File: src/rtl/led_pattern_gen.sv
// Multi-channel LED pattern generator: a prescaler strobes a step tick that advances
// one of four patterns (binary count, bouncing scan, PWM breathe, solid) on NUM_LEDS outputs.
module led_pattern_gen #(
  parameter int NUM_LEDS = 5,
  parameter int TICK_DIV = 1200000,
  parameter int PWM_BITS = 8
) (
  input  logic                clk,
  input  logic                rst_n,
  input  logic                enable,
  input  logic [1:0]          mode,
  output logic                tick,
  output logic [NUM_LEDS-1:0] leds
);

  localparam int PW = $clog2(TICK_DIV);
  localparam int SW = (NUM_LEDS > 1) ? $clog2(NUM_LEDS) : 1;

  localparam logic [PW-1:0]       PRESC_LAST = PW'(TICK_DIV - 1);
  localparam logic [PW-1:0]       PRESC_ZERO = PW'(0);
  localparam logic [PW-1:0]       PRESC_ONE  = PW'(1);
  localparam logic [SW-1:0]       POS_LAST   = SW'(NUM_LEDS - 1);
  localparam logic [SW-1:0]       POS_ZERO   = SW'(0);
  localparam logic [SW-1:0]       POS_ONE    = SW'(1);
  localparam logic [PWM_BITS-1:0] DUTY_MAX   = {PWM_BITS{1'b1}};
  localparam logic [PWM_BITS-1:0] DUTY_ZERO  = {PWM_BITS{1'b0}};
  localparam logic [PWM_BITS-1:0] PWM_ONE    = PWM_BITS'(1);
  localparam logic [NUM_LEDS-1:0] LEDS_OFF   = {NUM_LEDS{1'b0}};
  localparam logic [NUM_LEDS-1:0] LEDS_ON    = {NUM_LEDS{1'b1}};
  localparam logic [NUM_LEDS-1:0] LED_ONE    = NUM_LEDS'(1);

  typedef enum logic [1:0] {
    MODE_BINARY  = 2'b00,
    MODE_SCAN    = 2'b01,
    MODE_BREATHE = 2'b10,
    MODE_SOLID   = 2'b11
  } mode_e;

  typedef enum logic {
    DIR_UP   = 1'b0,
    DIR_DOWN = 1'b1
  } dir_e;

  logic [PW-1:0]       presc_r,       presc_s;
  mode_e               active_mode_r, active_mode_s;
  logic [NUM_LEDS-1:0] bin_cnt_r,     bin_cnt_s;
  logic [SW-1:0]       scan_pos_r,    scan_pos_s;
  dir_e                scan_dir_r,    scan_dir_s;
  logic [PWM_BITS-1:0] duty_r,        duty_s;
  dir_e                duty_dir_r,    duty_dir_s;
  logic [PWM_BITS-1:0] pwm_cnt_r,     pwm_cnt_s;
  logic [NUM_LEDS-1:0] leds_r,        leds_s;
  logic                tick_s;
  logic                pwm_on_s;

  assign tick_s   = enable && (presc_r == PRESC_LAST);
  assign pwm_on_s = (pwm_cnt_r < duty_r);
  assign tick     = tick_s;
  assign leds     = leds_r;

  // Next-state logic: prescaler, PWM counter, mode load and one pattern step per tick.
  always_comb begin
    presc_s       = presc_r;
    pwm_cnt_s     = pwm_cnt_r;
    active_mode_s = active_mode_r;
    bin_cnt_s     = bin_cnt_r;
    scan_pos_s    = scan_pos_r;
    scan_dir_s    = scan_dir_r;
    duty_s        = duty_r;
    duty_dir_s    = duty_dir_r;
    if (enable) begin
      pwm_cnt_s = pwm_cnt_r + PWM_ONE;
      if (presc_r == PRESC_LAST) begin
        presc_s = PRESC_ZERO;
      end else begin
        presc_s = presc_r + PRESC_ONE;
      end
      if (tick_s) begin
        // A new mode restarts its pattern from scratch; the loading tick does not advance it.
        if (mode_e'(mode) != active_mode_r) begin
          active_mode_s = mode_e'(mode);
          bin_cnt_s     = LEDS_OFF;
          scan_pos_s    = POS_ZERO;
          scan_dir_s    = DIR_UP;
          duty_s        = DUTY_ZERO;
          duty_dir_s    = DIR_UP;
        end else begin
          case (active_mode_r)
            MODE_BINARY: bin_cnt_s = bin_cnt_r + LED_ONE;
            MODE_SCAN: begin
              if (scan_dir_r == DIR_UP) begin
                if (scan_pos_r < POS_LAST) begin
                  scan_pos_s = scan_pos_r + POS_ONE;
                  scan_dir_s = (scan_pos_s == POS_LAST) ? DIR_DOWN : DIR_UP;
                end else begin
                  scan_pos_s = scan_pos_r;
                end
              end else begin
                if (scan_pos_r > POS_ZERO) begin
                  scan_pos_s = scan_pos_r - POS_ONE;
                  scan_dir_s = (scan_pos_s == POS_ZERO) ? DIR_UP : DIR_DOWN;
                end else begin
                  scan_pos_s = scan_pos_r;
                end
              end
            end
            MODE_BREATHE: begin
              if (duty_dir_r == DIR_UP) begin
                if (duty_r < DUTY_MAX) begin
                  duty_s     = duty_r + PWM_ONE;
                  duty_dir_s = (duty_s == DUTY_MAX) ? DIR_DOWN : DIR_UP;
                end else begin
                  duty_s = duty_r;
                end
              end else begin
                if (duty_r > DUTY_ZERO) begin
                  duty_s     = duty_r - PWM_ONE;
                  duty_dir_s = (duty_s == DUTY_ZERO) ? DIR_UP : DIR_DOWN;
                end else begin
                  duty_s = duty_r;
                end
              end
            end
            MODE_SOLID: bin_cnt_s = bin_cnt_r;
            default:    bin_cnt_s = bin_cnt_r;
          endcase
        end
      end else begin
        active_mode_s = active_mode_r;
      end
    end else begin
      presc_s = presc_r;
    end
  end

  // LED image of the current pattern state, registered on the next enabled edge.
  always_comb begin
    leds_s = LEDS_OFF;
    case (active_mode_r)
      MODE_BINARY:  leds_s = bin_cnt_r;
      MODE_SCAN:    leds_s = LED_ONE << scan_pos_r;
      MODE_BREATHE: leds_s = {NUM_LEDS{pwm_on_s}};
      MODE_SOLID:   leds_s = LEDS_ON;
      default:      leds_s = LEDS_OFF;
    endcase
  end

  // State and output registers with asynchronous reset.
  always_ff @(posedge clk or negedge rst_n) begin
    if (!rst_n) begin
      presc_r       <= PRESC_ZERO;
      active_mode_r <= MODE_BINARY;
      bin_cnt_r     <= LEDS_OFF;
      scan_pos_r    <= POS_ZERO;
      scan_dir_r    <= DIR_UP;
      duty_r        <= DUTY_ZERO;
      duty_dir_r    <= DIR_UP;
      pwm_cnt_r     <= DUTY_ZERO;
      leds_r        <= LEDS_OFF;
    end else begin
      presc_r       <= presc_s;
      active_mode_r <= active_mode_s;
      bin_cnt_r     <= bin_cnt_s;
      scan_pos_r    <= scan_pos_s;
      scan_dir_r    <= scan_dir_s;
      duty_r        <= duty_s;
      duty_dir_r    <= duty_dir_s;
      pwm_cnt_r     <= pwm_cnt_s;
      if (enable) begin
        leds_r <= leds_s;
      end else begin
        leds_r <= leds_r;
      end
    end
  end

endmodule

File: config.mk
export PLATFORM = sky130hd
export DESIGN_NAME = led_pattern_gen
export DESIGN_NICKNAME = d
export VERILOG_FILES = /design/src/rtl/led_pattern_gen.sv
export SDC_FILE = /design/constraint.sdc
export NUM_CORES = 1
export LEC_CHECK = 0
export CELL_PAD_IN_SITES_DETAIL_PLACEMENT = 2
export CELL_PAD_IN_SITES_GLOBAL_PLACEMENT = 2
export CORE_MARGIN = 2
export CORE_UTILIZATION = 42
export CTS_CLUSTER_DIAMETER = 150
export DETAILED_ROUTE_END_ITERATION = 7
export MAX_ROUTING_LAYER = met4
export PLACE_DENSITY_LB_ADDON = 0.15
export SLEW_MARGIN = 20
export SYNTH_ARGS = -nofsm -noshare
export SYNTH_HDL_FRONTEND = slang
export SYNTH_SLANG_ARGS = --single-unit
export TNS_END_PERCENT = 10
File: constraint.sdc
create_clock -name clk -period 5.2 [get_ports clk]
set_input_delay 1.04 -clock clk [delete_from_list [all_inputs] [get_ports clk]]
set_output_delay 1.04 -clock clk [all_outputs]
set_load 0.02 [all_outputs]
==> impl_metrics.prom <==
# TYPE chip_impl_metric gauge
chip_impl_info{name="grt_setup_unrepaired",value="false"} 1
chip_impl_metric{name="critPathArrivalTime",unit="ns"} 3.01
chip_impl_info{name="critPathLaunch",value="enable"} 1
chip_impl_metric{name="synth-xor-area-share",unit="%"} 8.51
chip_impl_info{name="root_buffer",value="clkbuf_8"} 1
chip_impl_metric{name="multiInputGateArea",unit="sq um"} 1900
chip_impl_metric{name="clkLatencyLatePin",unit="ns"} 0.31
chip_impl_metric{name="detailedRoute.firstIterationViolations",unit=""} 62
chip_impl_metric{name="synth.net_count",unit=""} 400
chip_impl_metric{name="cts_made_buffers",unit=""} 5
chip_impl_metric{name="timing.slew.headroom",unit="%"} 33.7
chip_impl_info{name="min_path_type",value="reg -> reg"} 1
chip_impl_metric{name="grt_first_pass_wirelength",unit="microns"} 15900
chip_impl_metric{name="detailed_placer_s_ending_hpwl",unit="microns"} 6640
chip_impl_metric{name="pwr_cell_area",unit="nW/um^2"} 278
chip_impl_metric{name="ys_types",unit=""} 55
chip_impl_metric{name="clock-sinks",unit=""} 54
chip_impl_metric{name="synth-simple-area-share",unit="%"} 22.2
chip_impl_metric{name="route.detailed.drc",unit=""} 0
chip_impl_info{name="critical_path.endpoint_type",value="primary output"} 1
chip_impl_metric{name="slew_at_the_pin_with_the_worst_max_slew_slack",unit="ns"} 0.991
chip_impl_metric{name="synth_edf_count",unit=""} 0
chip_impl_metric{name="top_level_ports",unit=""} 11
chip_impl_metric{name="die_height",unit="microns"} 93.9
chip_impl_metric{name="buffer_ports.inserted",unit=""} 10
chip_impl_metric{name="worst_setup_hold_path_clk_slew",unit="ns"} 0.10
chip_impl_metric{name="tns",unit="ns"} 0
chip_impl_info{name="critPathLaunchType",value="primary input"} 1
chip_impl_metric{name="detail_route.vias_per_cell",unit=""} 5.94
chip_impl_metric{name="endpoints_failing_hold",unit=""} 0
chip_impl_info{name="worst_hold_startpoint",value="presc_r[4]$_DFFE_PN0P_"} 1
chip_impl_metric{name="total_track_usage",unit="%"} 23.8
chip_impl_metric{name="nFillCells",unit=""} 850
chip_impl_metric{name="start_util",unit="%"} 43.7
chip_impl_metric{name="die-area",unit="sq um"} 8820
chip_impl_metric{name="wl",unit="microns"} 9370
chip_impl_metric{name="timing.fmax",unit="MHz"} 247
chip_impl_metric{name="layout.core_utilization",unit="%"} 47.8
chip_impl_metric{name="post_synth_instance_area",unit="sq um"} 3400
chip_impl_metric{name="cts-hold-fix-buffers",unit=""} 0
chip_impl_metric{name="layout-drive-gt1-share",unit="%"} 6.63
chip_impl_metric{name="core.rowCount",unit=""} 32
chip_impl_metric{name="largest_clock_skew_in_the_final_design",unit="ns"} 0.0100
chip_impl_info{name="timing.rr.start",value="duty_dir_r$_DFFE_PN0P_"} 1
chip_impl_info{name="worstSetupPathType",value="in -> out"} 1
chip_impl_metric{name="synth_async_sr_flop_share",unit="%"} 100
chip_impl_metric{name="htree_num_levels",unit=""} 2
chip_impl_metric{name="antenna_found_initial",unit=""} 0
chip_impl_info{name="status",value="completed"} 1
chip_impl_info{name="commonest_register_cell_after_synthesis",value="dfrtp_1"} 1
chip_impl_metric{name="design_area",unit="sq um"} 3710
chip_impl_metric{name="final_max_slew_viol_count",unit=""} 0
chip_impl_info{name="tritoncts",value="yes"} 1
chip_impl_metric{name="p_leak",unit="nW"} 1.59
chip_impl_metric{name="globalplace.congestion",unit=""} 0.792
chip_impl_metric{name="drt_first_pass_iters",unit=""} 4
chip_impl_info{name="combinational_family_with_the_most_area_after_synthesis",value="simple AND/OR/NAND/NOR gates"} 1
chip_impl_metric{name="yosys_warnings",unit=""} 0
chip_impl_metric{name="final_antenna_net_count",unit=""} 0
chip_impl_metric{name="min_period",unit="ns"} 4.05
chip_impl_metric{name="grt_pass1_vias",unit=""} 3102
chip_impl_metric{name="post_synth_fa_ha_maj_area_fraction",unit="%"} 8.47
chip_impl_metric{name="portion_of_netlist_area_occupied_by_mux_cells",unit="%"} 1.84
chip_impl_metric{name="postPlaceCellArea",unit="sq um"} 3570
chip_impl_metric{name="area.growth.synth_to_final",unit="%"} 9.36
chip_impl_metric{name="detailroute.via_count",unit=""} 2846
chip_impl_metric{name="cts_setup_buffers",unit=""} 0
chip_impl_metric{name="synth.avg_cell_area",unit="sq um"} 9.13
chip_impl_metric{name="ys_seq_area_share",unit="%"} 39.8
chip_impl_metric{name="wire_per_inst",unit="microns"} 19.6
chip_impl_metric{name="cp.required",unit="ns"} 4.16
chip_impl_metric{name="buffers_from_clock_root_to_sink_at_most",unit=""} 2
chip_impl_metric{name="seqCellArea",unit="sq um"} 1350
chip_impl_metric{name="timing.reg2reg.setup_slack",unit="ns"} 2.57
chip_impl_metric{name="dieWidth",unit="microns"} 93.9
chip_impl_metric{name="design.core.area",unit="sq um"} 7770
chip_impl_metric{name="overflow",unit=""} 0
chip_impl_metric{name="postCtsResizedCells",unit=""} 0
chip_impl_metric{name="grt_max_degree",unit=""} 55
chip_impl_metric{name="number_of_standard_cells_after_synthesis",unit=""} 372
chip_impl_metric{name="worst_ir_drop_vdd",unit="mV"} 0.197
chip_impl_metric{name="synth_seq_cells",unit=""} 54
chip_impl_metric{name="total_power",unit="W"} 0.00103
chip_impl_metric{name="max_cap_viol_count",unit=""} 0
chip_impl_metric{name="crit_path_max_fanout",unit=""} 9
chip_impl_metric{name="synth_compound_area_share",unit="%"} 14.9
chip_impl_metric{name="antennaDiodeCount",unit=""} 0
chip_impl_metric{name="num-nets-final",unit=""} 404
chip_impl_metric{name="fin_crit_sh",unit="%"} 77.9
chip_impl_metric{name="report.final.setup_viol",unit=""} 0
==> cell usage in the layout (no fill, tap or decap), types with 7 or more instances in the layout <==
cell type and n:
xnor2_1 20, clkdlybuf4s50_1 9, ha_1 23, o22ai_1 7, nand3_1 16, nand2_1 32, xor2_1 13, dfrtp_1 54
nor2b_1 10, nor2_1 31, nand4_1 15, o21ai_0 25, a21oi_1 14, inv_1 20
==> registers in the layout, indices dropped and copies added, names as in the netlist <==
signal and flops:
duty_dir_r 1, scan_pos_r 3, duty_r 8, bin_cnt_r 5, scan_dir_r 1, presc_r 21
active_mode_r 2, leds 5, pwm_cnt_r 8
==> stage by stage <==
| step | worst slack (ns) | cells | hold slack [ns] |
|---|---|---|---|
| after floorplan | 2.21 | 372 | 0.444 |
| after global placement | 1.21 | 471 | 0.482 |
| after detailed placement | 1.16 | 471 | 0.486 |
| after CTS | 1.15 | 479 | 0.504 |
| after global routing | 1.02 | 479 | 0.516 |
| final | 1.15 | 479 | 0.496 |
==> where the power goes <==
group          internal (W)  switching, W
Combinational     0.0000759     0.0000798
Clock              0.000206      0.000148
Sequential         0.000468     0.0000560
Total              0.000750      0.000284
==> final cells by class <==
class / count / area share [%]
Timing Repair Buffer: 13 / 3.17
Sequential cell: 54 / 36.4
Multi-Input combinational cell: 282 / 51.2
Inverter: 20 / 2.02
Clock inverter: 2 / 1.62
Clock buffer: 6 / 2.22
Tap cell: 102 / 3.44
==> cell usage after synthesis (all sizes together), types with 2 or more instances <==
master   instances  share of area [%]
dfrtp           54                 40
o2bb2ai          2               0.52
a21oi           14                2.1
xnor2           20                5.2
nor2b           10                1.8
and3             3               0.59
or2              4               0.74
a211oi           3               0.66
ha              23                8.5
nand4b           2               0.52
nor3             6               0.88
o211ai           4                1.0
nor4b            3               0.77
o31ai            6                1.3
nor2            31                3.4
nor4             5                1.5
buf              6               0.96
o21ai           26                3.8
nand3           16                2.4
clkbuf          10                1.1
a31oi            3               0.55
mux2i            4                1.2
xor2            13                3.4
or4              7                1.7
nand2           32                3.5
mux2             2               0.66
nand4           15                2.8
a32o             3               0.88
nand2b           3               0.55
o22ai            7                1.3
inv             20                2.2
==> path summary, 6_finish.rpt <==
| check | to | cells after the start |
|---|---|---|
| worst max-delay path | tick | 6 |
| max in group asynchronous | bin_cnt_r[1]$_DFFE_PN0P_ | 2 |
| worst min-delay path | presc_r[4]$_DFFE_PN0P_ | 1 |
| worst max register to register | duty_r[2]$_DFFE_PN0P_ | 5 |
| min in group asynchronous | duty_r[2]$_DFFE_PN0P_ | 2 |
| worst min register to register | presc_r[4]$_DFFE_PN0P_ | 1 |
==> critical path, cell delays in order <==
cell	delay, ns
clkdlybuf4s50_1	0.58
nand3_1	0.18
nor2_1	0.20
nand2_1	0.25
inv_1	0.15
clkdlybuf4s50_1	0.61
==> cells by family (layout without fill, tap and decap cells) <==
| logic type | after synthesis | in the layout |
|---|---|---|
| AND/OR/NAND/NOR | 141 | 141 |
| AO/OA/AOI/OAI | 79 | 79 |
| flip-flops | 54 | 54 |
| buffers and inverters | 36 | 41 |
| XOR/XNOR | 33 | 33 |
| adder cells (fa/ha/maj) | 23 | 23 |
| multiplexers | 6 | 6 |
==> layer usage <==
layer / up-vias / track usage, % / share of wire (%)
met5: - / - / 0
met4: 0 / 6.16 / 1.2
met3: 8 / 2.57 / 1.7
met2: 34 / 40.9 / 52
met1: 1468 / 30.0 / 45
li1: 1336 / - / -
(Power assumes the default switching activity.)
